**src/rtl/target_overlay.sv**
```systemverilog
// Target marker overlay: samples the detector's coordinates once per frame,
// smooths and tracks them, and draws a box-plus-crosshair over the VGA stream.
module target_overlay #(
  parameter int unsigned ALPHA_SHIFT = 2,
  parameter int unsigned ACQ_FRAMES  = 3,
  parameter int unsigned LOST_FRAMES = 8,
  parameter int unsigned JUMP_MAX    = 64,
  parameter int unsigned BOX_HALF    = 8,
  parameter int unsigned NO_TARGET_Y = 240
) (
  input  logic        VGA_clock,
  input  logic        reset,
  input  logic [23:0] pixel_in,
  input  logic [9:0]  x_cont,
  input  logic [8:0]  y_cont,
  input  logic        h_sync,
  input  logic        v_sync,
  input  logic [8:0]  horz_line,
  input  logic [9:0]  vert_line,
  input  logic        overlay_on,
  output logic [23:0] pixel_out,
  output logic [1:0]  track_state,
  output logic [9:0]  x_smooth,
  output logic [8:0]  y_smooth
);

  typedef enum logic [1:0] {
    StSearch  = 2'd0,
    StAcquire = 2'd1,
    StTrack   = 2'd2,
    StCoast   = 2'd3
  } state_e;

  localparam logic signed [10:0] JumpMax    = 11'(JUMP_MAX);
  localparam logic signed [10:0] BoxHalf    = 11'(BOX_HALF);
  localparam logic [8:0]         NoTargetY  = 9'(NO_TARGET_Y);
  localparam logic [7:0]         AcqFrames  = 8'(ACQ_FRAMES);
  localparam logic [7:0]         LostFrames = 8'(LOST_FRAMES);

  state_e      state_q, state_d;
  logic [9:0]  x_q, x_d;
  logic [8:0]  y_q, y_d;
  logic [7:0]  acq_q, acq_d;
  logic [7:0]  miss_q, miss_d;
  logic        vsync_q, fall_q;
  logic        strobe;
  logic [23:0] pix_q, pix_d;

  // Falling edge delayed one extra cycle so the detector's coordinates have settled.
  assign strobe = fall_q;

  logic signed [10:0] dx_s, dy_s, adx_s, ady_s, sx_s, sy_s;
  logic signed [11:0] sum_x, sum_y;
  logic [9:0]         x_new;
  logic [8:0]         y_new;
  logic               absent, near;

  assign dx_s  = $signed({1'b0, vert_line}) - $signed({1'b0, x_q});
  assign dy_s  = $signed({2'b00, horz_line}) - $signed({2'b00, y_q});
  assign adx_s = dx_s[10] ? -dx_s : dx_s;
  assign ady_s = dy_s[10] ? -dy_s : dy_s;

  assign absent = (horz_line == NoTargetY);
  assign near   = !absent && (adx_s <= JumpMax) && (ady_s <= JumpMax);

  // Arithmetic shift floors negative steps toward -infinity.
  assign sx_s  = dx_s >>> ALPHA_SHIFT;
  assign sy_s  = dy_s >>> ALPHA_SHIFT;
  assign sum_x = $signed({2'b00, x_q}) + $signed({sx_s[10], sx_s});
  assign sum_y = $signed({3'b000, y_q}) + $signed({sy_s[10], sy_s});

  always_comb begin
    x_new = sum_x[9:0];
    if (sum_x < 12'sd0)        x_new = 10'd0;
    else if (sum_x > 12'sd639) x_new = 10'd639;
    y_new = sum_y[8:0];
    if (sum_y < 12'sd0)        y_new = 9'd0;
    else if (sum_y > 12'sd479) y_new = 9'd479;
  end

  // State register
  always_ff @(posedge VGA_clock) begin
    if (reset) begin
      state_q <= StSearch;
      x_q     <= 10'd320;
      y_q     <= 9'd240;
      acq_q   <= 8'd0;
      miss_q  <= 8'd0;
      vsync_q <= 1'b0;
      fall_q  <= 1'b0;
      pix_q   <= 24'd0;
    end else begin
      state_q <= state_d;
      x_q     <= x_d;
      y_q     <= y_d;
      acq_q   <= acq_d;
      miss_q  <= miss_d;
      vsync_q <= v_sync;
      fall_q  <= vsync_q & ~v_sync;
      pix_q   <= pix_d;
    end
  end

  // Next-state logic, evaluated only at the frame strobe
  always_comb begin
    state_d = state_q;
    x_d     = x_q;
    y_d     = y_q;
    acq_d   = acq_q;
    miss_d  = miss_q;
    if (strobe) begin
      unique case (state_q)
        StSearch: begin
          if (!absent) begin
            x_d     = vert_line;
            y_d     = horz_line;
            acq_d   = 8'd1;
            state_d = (AcqFrames == 8'd1) ? StTrack : StAcquire;
          end
        end
        StAcquire: begin
          if (near) begin
            x_d   = x_new;
            y_d   = y_new;
            acq_d = acq_q + 8'd1;
            if (acq_q + 8'd1 == AcqFrames) state_d = StTrack;
          end else begin
            acq_d   = 8'd0;
            state_d = StSearch;
          end
        end
        StTrack: begin
          if (near) begin
            x_d = x_new;
            y_d = y_new;
          end else begin
            miss_d  = 8'd1;
            state_d = StCoast;
          end
        end
        StCoast: begin
          if (near) begin
            x_d     = x_new;
            y_d     = y_new;
            miss_d  = 8'd0;
            state_d = StTrack;
          end else if (miss_q + 8'd1 == LostFrames) begin
            miss_d  = 8'd0;
            state_d = StSearch;
          end else begin
            miss_d = miss_q + 8'd1;
          end
        end
        default: state_d = StSearch;
      endcase
    end
  end

  logic signed [10:0] px_s, py_s, apx_s, apy_s;
  logic               mark;
  logic [23:0]        colour;

  assign px_s  = $signed({1'b0, x_cont}) - $signed({1'b0, x_q});
  assign py_s  = $signed({2'b00, y_cont}) - $signed({2'b00, y_q});
  assign apx_s = px_s[10] ? -px_s : px_s;
  assign apy_s = py_s[10] ? -py_s : py_s;

  // Output logic: box outline plus centre crosshair
  always_comb begin
    mark = ((apx_s == BoxHalf) && (apy_s <= BoxHalf)) ||
           ((apy_s == BoxHalf) && (apx_s <= BoxHalf)) ||
           ((apx_s == 11'sd0)  && (apy_s <= BoxHalf)) ||
           ((apy_s == 11'sd0)  && (apx_s <= BoxHalf));
    colour = (state_q == StTrack) ? 24'h00FF00 : 24'hFFFF00;
    pix_d  = pixel_in;
    if (overlay_on && h_sync && v_sync && mark && (state_q != StSearch)) pix_d = colour;
  end

  assign pixel_out   = pix_q;
  assign track_state = state_q;
  assign x_smooth    = x_q;
  assign y_smooth    = y_q;

endmodule
```
**config.mk**
```make
export PLATFORM = sky130hd
export DESIGN_NAME = target_overlay
export DESIGN_NICKNAME = d
export VERILOG_FILES = /design/src/rtl/target_overlay.sv
export SDC_FILE = /design/constraint.sdc
export NUM_CORES = 1
export LEC_CHECK = 0
export ABC_AREA = 1
export CORE_MARGIN = 4
export CORE_UTILIZATION = 50
export DETAILED_ROUTE_END_ITERATION = 10
export GPL_TIMING_DRIVEN = 1
export PLACE_DENSITY_LB_ADDON = 0.25
export SLEW_MARGIN = 20
export SYNTH_ARGS = -nofsm -noshare
export SYNTH_HDL_FRONTEND = slang
export SYNTH_SLANG_ARGS = --single-unit
```
**constraint.sdc**
```tcl
create_clock -name VGA_clock -period 4.05 [get_ports VGA_clock]
set_input_delay 0.6075 -clock VGA_clock [delete_from_list [all_inputs] [get_ports VGA_clock]]
set_output_delay 0.6075 -clock VGA_clock [all_outputs]
set_load 0.05 [all_outputs]
```
==> results.md <==
- Status: finished clean
- Die ar.: between 15000 and 20000 um^2
- Syn-to-layout area delta: 38.9%
- Fin crit period: 3880 ps
- Commonest non-fill, non-tap cell in the layout: nand2_1
- Post-Synthesis Cell Area: 6590 um^2
- CTS tree: built
- Crit Path Max Fanout: 5
- Residual DRC: 0
- Iter 0 DRT Violations: 547
- FMAX: 0.258 GHz
- Clock-pin slew on the worst setup and hold paths: 60 ps
- Yosys reg bits: 63
- Part of the power in registers: 24.9%
- Hold Path Depth: 2
- CP max stage delay: 410 ps
- PortBufs: between 100 and 150
- Clock sinks: 63
- Async S/R FF share, synth: 0%
- CTS Buf Count: 9
- Sw Pwr: 0.000954 W
- GPL Wtd Cong: 0.920
- Synth warnings: 0
- Placed Area: 8500 um^2
- Commonest non-fill, non-tap cells in the layout: 290 x nand2_1, 168 x inv_1, 108 x clkdlybuf4s50_1, 95 x nor2_1, 94 x buf_4
- Compound-gate portion of the synthesized area: roughly an eighth
- CP Launch Point: vert_line[0]
- Rel. slew slack: 32.5%
- Worst Tran Pin Value: about 1000 ps
- Initial antenna violation count: 0
- Crit path arrival time: 4150 ps
- Syn Nets: between 1000 and 1500
- R2R Path Start: y_smooth[2]
- Maximum buffer depth of the clock tree: 2
- WL/cell: 13.4 um
- Placement Rows: 41
- Max Cap Violations: 0
- Total global-route track usage: 25.2%
- Setup crit start kind: input pin
- Fin cells: 1445
- Gate power share: about 43%
- Largest family of logic cells by synthesized area: simple AND/OR/NAND/NOR gates
- Crit-path most repeated cell: nand2_1
- Worst vdd rail ir drop: 0.000228 V
- Core area: roughly 13000 um^2
- Via Count: 7272
- Placed Instances: ~1400
- Worst skew pair latency: 340 ps
- Number of global-route vias before repair: 6667
- Post-synthesis cell type count: 43
- RSZ-0062 raised after global routing: true
- Via-to-Cell Ratio: about 5.0
- Post-synthesis sequential area ratio: 19.1%
- Design Area, Final: between 9000 and 10000 um^2
- Hold_buf cts: 0
- Crit-path leading delay family: simple AND/OR/NAND/NOR gates
- Final net count: 1404
- First-pass GRT wire length: 30.9 mm
- Worst min-delay path category: flip-flop to flip-flop
- Post-synth top flop: dfxtp_1
- Synth Area in Simple Gates: between 30% and 40%
- Die X: around 120 um
- Post-Synth Adder-Cell Area: 13.8%
- Root buf cell: clkbuf_16
- Crit share post-route: a little over nine tenths
- Crit Reg-Reg Endpoint: y_smooth[3]
- Pint: 0.00167 W
- WP buf/inv: 6
- PnR Total Power: 0.00263 W
- Slowest CP cell: clkdlybuf4s50_1
- CP required: 4320 ps
- Gr ovfl total: 0
- Hold path start: vsync_q
- R2R Setup Slk: 350 ps
- Total I/O pin count: roughly 110
- Part of the power in the clock network: 31.8%
- Worst setup EP type: flip-flop
- Max Slew Vio Count: 0
- Post-synthesis mux area share: 0%
- Average size of a mapped cell: 6.18 um^2
- Final hold violations: 0
- Power Dens Cells: 287 nW/um^2
- H-tree depth: 3
- N_diodes: 0
- WL final: just under 20 mm
- Leakage power total: 4.65 nW
- Pre-antenna DRT Iters: 5
- Kind of critical path: input pin to flip-flop
- Clock skew: 9.31 ps
- Pin count of the biggest net entering global routing: 34
- Share of post-route cells with drive strength above 1: ~16%
- Syn Inst Count: 1066
- Post-synth EDFFs: 0
- Antenna-violating nets left: 0
- Die height: 123 um
- Hold Path End: fall_q
- Starting density of the core: 51.6%
- Post-Synth XOR/XNOR Area: 6.62%
- Post-detailed-placement half-perimeter wirelength: 15.1 mm
- Setup violations, final: 0
- Worst R2R Path Depth: 24
- Sw Ratio: 36.3%
how the worst max path moves through the flow:
| stage | slack [ps] | to | cells after the start |
|---|---|---|---|
| detailed placement | -380 | y_smooth[4] | 27 |
| CTS | 40 | x_smooth[8] | 23 |
| global route | -50 | x_smooth[8] | 25 |
| finish | 170 | x_smooth[0] | 26 |
| global placement | -340 | y_smooth[0] | 27 |
| floorplan | 240 | x_smooth[7] | 23 |
per-stage QoR:
step	utilization, %	worst slack [ps]	hold WS [ps]	TNS [ps]
after floorplan	-	244	404	0
after global placement	66.5	-341	406	-5240
after detailed placement	66.5	-379	421	-6670
after CTS	69.3	36.3	442	0
after global routing	71.7	-45.5	475	-234
final	71.7	167	439	0
worst reg2reg max path: stages, from the launching register on:
cell,delay (ps)
dfxtp_1,440
inv_1,180
ha_4,330
nand2_1,60
nor2_1,150
nand2_1,100
nand3_2,100
a21oi_1,80
inv_1,50
nand2_1,40
nand2_1,90
inv_1,80
ha_1,340
inv_1,70
nor3_1,160
nand2_1,70
o211ai_1,140
xor2_1,270
nand4_1,280
buf_4,220
nand3_1,60
a21oi_1,80
nand2_1,70
nand2_1,50
a21oi_2,120
cell families after synthesis:
family / Yosys count
flops: 63
simple gates: 551
xor+xnor: 49
compound gates: 135
fa+ha+maj: 69
buf+inv: 199
metal layers:
metal  part of all wire [%]  GRT usage [%]  vias to the layer above
li1                       -              -                     3818
met1                     45           33.7                     3192
met2                     47           41.9                      231
met3                    5.7           3.36                       31
met4                    2.7           8.33                        0
met5                      0              0                        -
synth_stat cells (2+ instances only):
master	count	area (um^2)
nand2_2	9	56.3
nor2_1	96	360
inv_2	6	22.5
nand4_1	21	131
buf_4	2	15.0
nor3_1	10	50.1
a21oi_2	15	131
a31oi_1	2	12.5
a21o_1	2	15.0
o21bai_1	7	52.6
nor4_1	2	12.5
or2_2	2	12.5
xor2_1	39	342
nor2_2	3	18.8
o21ai_1	11	55.1
nand3_1	89	445
buf_2	2	10.0
ha_1	63	788
buf_6	4	45.0
o211ai_1	9	67.6
inv_1	176	661
clkbuf_1	8	30.0
nand3_2	5	50.1
a22oi_1	2	15.0
nand2_1	296	1110
nand3b_1	11	82.6
dfxtp_1	63	1260
a21oi_1	58	290
xnor2_1	9	78.8
nor2_4	2	22.5
fa_1	6	120
o21ai_0	25	125
repair_timing:
item                                    CTS  global route
endpoints found under the setup margin    8            28
pin swaps                                 1            15
resized for setup                         4            57
setup buffers                             0             6
flip-flops by register name (all words and copies together) (netlist names), named ones only:
register,cells
pixel_out,24
miss_q,8
acq_q,8
y_smooth,9
vsync_q,1
x_smooth,10
fall_q,1
track_state,1
power groups by stage:
stage               clock network, W  logic (W)  registers [W]
global placement                   0    0.00103       0.000666
CTS                         0.000846    0.00105       0.000654
finish                      0.000836    0.00114       0.000654
detailed placement                 0    0.00104       0.000666
floorplan                          0   0.000606       0.000734
global route                0.000873    0.00126       0.000656
cell type report:
class                      count  area, um^2
multi-input combinational    804        4800
fill                        1067        3620
timing repair buffer         208        1870
sequential                    63        1260
inverter                     182         686
clock buffer                   9         225
tap                          172         215
clock inverter                 7        97.6
No activity file was read; power rests on OpenSTA's default activity.
